===== config.mk =====
export PLATFORM = sky130hd
export DESIGN_NAME = rand_mask_buffer
export DESIGN_NICKNAME = d
export VERILOG_FILES = /design/src/rtl/led_ti_pkg.sv /design/src/rtl/mask_fifo.sv /design/src/rtl/rand_mask_buffer.sv
export SDC_FILE = /design/constraint.sdc
export NUM_CORES = 1
export LEC_CHECK = 0
export ABC_AREA = 1
export CORE_MARGIN = 4
export CORE_UTILIZATION = 64
export CTS_CLUSTER_DIAMETER = 120
export DETAILED_ROUTE_END_ITERATION = 6
export HOLD_SLACK_MARGIN = 0.08
export PLACE_DENSITY_LB_ADDON = 0.12
export SYNTH_ARGS = -nofsm -noshare
export SYNTH_HDL_FRONTEND = slang
export SYNTH_SLANG_ARGS = --single-unit

===== constraint.sdc =====
create_clock -name clk -period 3.51 [get_ports clk]
set_clock_uncertainty 0.1 [all_clocks]
set_input_delay 0.702 -clock clk [delete_from_list [all_inputs] [get_ports clk]]
set_output_delay 0.702 -clock clk [all_outputs]
set_load 0.1 [all_outputs]

===== src/rtl/led_ti_pkg.sv =====
// rtl/led_ti_pkg.sv - shared widths and mask type for the TI masking datapath
package led_ti_pkg;

   localparam int MASK_W    = 64;
   localparam int NIB_W     = 4;
   localparam int NIB_CNT_W = 4;

   typedef logic [MASK_W-1:0] mask_t;

endpackage


===== src/rtl/mask_fifo.sv =====
// rtl/mask_fifo.sv - small mask-word FIFO with flush, fill level and head output
module mask_fifo
   import led_ti_pkg::*;
#(
   parameter int DEPTH = 2
) (
   input  logic                   clk,
   input  logic                   rst_n,
   input  logic                   push,
   input  logic                   pop,
   input  logic                   flush,
   input  mask_t                  din,
   output mask_t                  head,
   output logic [$clog2(DEPTH):0] count
);

   localparam int PTR_W  = $clog2(DEPTH);
   localparam int FILL_W = PTR_W + 1;
   localparam logic [FILL_W-1:0] DEPTH_L = FILL_W'(DEPTH);

   mask_t             mem [DEPTH];
   logic [PTR_W-1:0]  wr_ptr;
   logic [PTR_W-1:0]  rd_ptr;
   logic              do_pop;
   logic              do_push;

   // A push into a full FIFO is legal only when the head leaves on the same edge.
   assign do_pop  = pop && (count != '0);
   assign do_push = push && ((count < DEPTH_L) || do_pop);
   assign head    = mem[rd_ptr];

   // Storage, pointers and occupancy; flush and reset both return to the empty, zeroed state.
   always_ff @(posedge clk or negedge rst_n) begin
      if (!rst_n) begin
         for (int i = 0; i < DEPTH; i++) mem[i] <= '0;
         wr_ptr <= '0;
         rd_ptr <= '0;
         count  <= '0;
      end else if (flush) begin
         for (int i = 0; i < DEPTH; i++) mem[i] <= '0;
         wr_ptr <= '0;
         rd_ptr <= '0;
         count  <= '0;
      end else begin
         if (do_push) begin
            mem[wr_ptr] <= din;
            wr_ptr      <= wr_ptr + 1'b1;
         end
         if (do_pop) begin
            rd_ptr <= rd_ptr + 1'b1;
         end
         if (do_push && !do_pop) begin
            count <= count + 1'b1;
         end else if (!do_push && do_pop) begin
            count <= count - 1'b1;
         end
      end
   end

endmodule


===== src/rtl/rand_mask_buffer.sv =====
// rtl/rand_mask_buffer.sv - packs LFSR nibbles into mask words, buffers them, guards source health
module rand_mask_buffer
   import led_ti_pkg::*;
#(
   parameter int NIB_PER_WORD = 16,
   parameter int DEPTH        = 2,
   parameter int STUCK_LIMIT  = 8
) (
   input  logic                   clk,
   input  logic                   rst_n,
   input  logic [NIB_W-1:0]       rnd_in,
   input  logic                   rnd_valid,
   input  logic                   flush,
   output mask_t                  mask_out,
   output logic                   mask_valid,
   input  logic                   mask_ready,
   output logic [$clog2(DEPTH):0] fill_level,
   output logic                   health_err
);

   localparam int FILL_W = $clog2(DEPTH) + 1;
   localparam int RUN_W  = $clog2(STUCK_LIMIT + 1);
   localparam logic [NIB_CNT_W-1:0] LAST_NIB = NIB_CNT_W'(NIB_PER_WORD - 1);
   localparam logic [FILL_W-1:0]    DEPTH_L  = FILL_W'(DEPTH);
   localparam logic [RUN_W-1:0]     LIMIT_L  = RUN_W'(STUCK_LIMIT);

   logic [NIB_CNT_W-1:0] pack_cnt;
   mask_t                pack_reg;
   mask_t                word_next;
   logic [NIB_W-1:0]     last_nib;
   logic [RUN_W-1:0]     run_cnt;
   logic [RUN_W-1:0]     run_next;
   logic                 at_last;
   logic                 space;
   logic                 pop;
   logic                 accept;
   logic                 push;
   logic                 trip;

   // Health errors hide the buffered words from the consumer immediately.
   assign mask_valid = (fill_level != '0) && !health_err;
   assign pop        = mask_valid && mask_ready;
   assign at_last    = (pack_cnt == LAST_NIB);
   // A word can only complete if the FIFO has room now or frees a slot on this edge.
   assign space      = (fill_level < DEPTH_L) || pop;
   assign accept     = rnd_valid && !health_err && !flush && (!at_last || space);
   assign push       = accept && at_last;
   assign trip       = accept && ((rnd_in == '0) || (run_next >= LIMIT_L));

   // Current word with the incoming nibble dropped into its slot; this is what gets pushed.
   always_comb begin
      word_next = pack_reg;
      word_next[{pack_cnt, 2'b00} +: NIB_W] = rnd_in;
   end

   // Length of the identical-nibble run if rnd_in is accepted; zero run_cnt means no history.
   always_comb begin
      run_next = RUN_W'(1);
      if ((run_cnt != '0) && (rnd_in == last_nib)) begin
         run_next = run_cnt + 1'b1;
      end
   end

   // Packer: collects accepted nibbles, restarts after each pushed word or on flush/health error.
   always_ff @(posedge clk or negedge rst_n) begin
      if (!rst_n) begin
         pack_cnt <= '0;
         pack_reg <= '0;
      end else if (flush || health_err) begin
         pack_cnt <= '0;
         pack_reg <= '0;
      end else if (accept) begin
         if (at_last) begin
            pack_cnt <= '0;
            pack_reg <= '0;
         end else begin
            pack_cnt <= pack_cnt + 1'b1;
            pack_reg <= word_next;
         end
      end
   end

   // Health monitor: sticky error on a lock-up nibble or an over-long repeat run.
   always_ff @(posedge clk or negedge rst_n) begin
      if (!rst_n) begin
         run_cnt    <= '0;
         last_nib   <= '0;
         health_err <= 1'b0;
      end else if (flush) begin
         run_cnt    <= '0;
         last_nib   <= '0;
         health_err <= 1'b0;
      end else if (accept) begin
         run_cnt  <= run_next;
         last_nib <= rnd_in;
         if (trip) begin
            health_err <= 1'b1;
         end
      end
   end

   mask_fifo #(
      .DEPTH (DEPTH)
   ) u_fifo (
      .clk   (clk),
      .rst_n (rst_n),
      .push  (push),
      .pop   (pop),
      .flush (flush || health_err),
      .din   (word_next),
      .head  (mask_out),
      .count (fill_level)
   );

endmodule


==> impl_metrics.tcl <==
set metrics [dict create \
    critPathLaunchType "register" \
    grt_pass1_vias 9386 \
    slew_viol_final 0 \
    setup_viol 0 \
    grt_max_degree 134 \
    crit_fanout 38 \
    place_congestion 0.901 \
    cts_inserted_buffers 22 \
    powerDensity_nw_per_um2 401 \
    cp_cell_sequence "inv_2, buf_4, nand2_1, nand2_1, buf_12" \
    path_delay_family "buffers and inverters" \
    core_region_area_um2 16100 \
    drt-pass1-iter-count 5 \
    ios 77 \
    cts_resized 0 \
    initial_core_util 0.661 \
    cap_violations 0 \
    cts_hold_buffers 0 \
    ys_ff_latch 209 \
    diodes 0 \
    clock_sinks 209 \
    grt_pass1_wl_um 46000 \
    synth_top_area_frac 0.493 \
    reg2reg_from "pack_cnt[0]" \
    synth_ff_type "dfrtp_1" \
    syn_inst 1408 \
    cp_data_arrival_time_ns 2.16 \
    wl_per_cell_um 16.6 \
    synth.avg_cell_area_um2 7.53 \
    clkSlewWorstSetupHoldPaths_ns 0.06 \
    slowest_delay_ns 0.60 \
    fin_crit_ns 2.96 \
    rsz0062_at_grt "no" \
    portBuffers 76 \
    drt_first_iter_violations 953 \
    dpl.hpwl_um 17000 \
    async_reset_ff_frac 1.00 \
    viasPerCell 5.82 \
    drive_gt1_frac 0.0986 \
    critPathBufInv 3 \
    drc 0 \
    vias 9761 \
    antenna_found_initial 0 \
    clock_latency_ns 0.50 \
    fp.dieW_um 137 \
    yosysTopAreaCell "dfrtp_1" \
    cts_setup_buffers 0 \
    worst_slew_pin_slew_ns 0.996 \
    rows 46 \
    leakage_uw 0.00678 \
    finalHoldWorstSlack_ns 0.123 \
    hold_class "in2async" \
    reg2reg_depth 9 \
    slew_headroom 0.335 \
    cts_tree "built" \
    r2r_end "u_fifo.mem[95]" \
    design.die.area_um2 18700 \
    cts_buffer_depth 3 \
    syn-num-nets 1424 \
    end_kind "primary output" \
    cpMostUsedCell "nand2_1" \
    seq_area_frac_synth 0.493 \
    cts_root_buffer "clkbuf_16" \
    cts.htree.levels 1 \
    syn-cell-area_um2 10600 \
    fmax_mhz 338 \
    outcome "finished clean" \
    yosysUniqueCellTypes 27 \
    nets 1461 \
    grt_overflow_total 0 \
    yosysWarnings 0 \
    syn2layout_area_growth_pct 20.2 \
    synthTopCellsByCount "nand2_1, nand3_1, dfrtp_1" \
    fin_setup_tns_ns 0 \
    required_ns 2.71 \
    reg2reg_slack_ns 0.91 \
    die_h_um 137 \
    synth_edf_count 0 \
    grt.total_usage 0.305 \
    ant_nets 0 \
    synth_area_leaders "dfrtp_1, nand2_1, nand3_1, inv_1, o21ai_0" \
    crit_slowest_cell "dfrtp_2" \
    synth_most_common_cell "nand2_1" \
    largest_reg_flops 128 \
    min_period_over_period 0.843 \
    hold_viol_final 0 \
    post-route-util 0.794 \
    worstSetupPathType "reg2out" \
    wl_um 27900 \
    ir_drop_mv 0.394 \
]
## how the worst max path moves through the flow
stage | end | slack (ns) | startpoint | cells past startpoint
after floorplan | mask_valid | 0.11 | u_fifo.count[0] | 2
after global placement | pack_reg[38] | 0.76 | flush | 8
after detailed placement | pack_reg[28] | 0.72 | flush | 8
after CTS | mask_out[62] | 0.59 | u_fifo.rd_ptr | 5
after global routing | mask_out[61] | 0.47 | u_fifo.rd_ptr | 5
final | mask_out[62] | 0.55 | u_fifo.rd_ptr | 5
## layout make-up
type,instances,area [um2]
repair buffers,94,1620
fillers,1058,3310
flip-flops and latches,209,5230
well taps,216,270
clock buffers,35,661
multi-input cells,1014,4560
clock inverters,4,20.0
inverters,104,392
## cell families after synthesis
kind of cell    after synthesis  share of synthesized area
compound gates               61                     0.0294
xor+xnor                      4                    0.00330
fa+ha+maj                     7                    0.00826
buf+inv                     185                     0.0775
flops                       209                      0.493
simple gates                942                      0.389
## layout by cell type, fill, tap and decap left out
master,count
nand2_1,544
nand3_1,355
dfrtp_1,208
inv_1,97
buf_12,71
o21ai_0,35
clkbuf_16,23
o21ai_1,19
nor2_1,16
buf_4,15
nor3_1,8
clkbuf_1,8
ha_1,7
clkdlybuf4s50_1,7
inv_2,6
nor2_4,6
nand2_2,5
clkinv_2,5
o22ai_1,5
clkbuf_8,5
xor2_1,3
nand3_2,2
a21oi_1,2
nor2_8,2
nand4_4,1
nand2_4,1
nand4_1,1
or2_2,1
xnor2_1,1
dfrtp_2,1
## per-stage QoR
stage | area (um2) | power, uW | instances | setup WS (ns)
after floorplan | 10600 | 2800 | 1408 | 0.107
after global routing | 12700 | 5280 | 1676 | 0.465
after CTS | 12700 | 5130 | 1676 | 0.595
final | 12700 | 5120 | 1676 | 0.552
after detailed placement | 12100 | 2940 | 1637 | 0.720
after global placement | 12100 | 2930 | 1637 | 0.765
## per-layer routing
layer,wire length (um),track usage,up-vias
li1,-,-,4615
met2,13100,0.490,487
met3,2540,0.0426,69
met1,11600,0.433,4590
met5,0,0,-
met4,707,0.0985,0
## power by group
group | switching (uW) | leakage [uW] | internal, uW | total (uW)
combinational | 362 | 0.00354 | 89.5 | 452
sequential | 17.3 | 0.00291 | 2440 | 2450
clock | 926 | 0.000337 | 1280 | 2210
(Power assumes the default switching activity.)
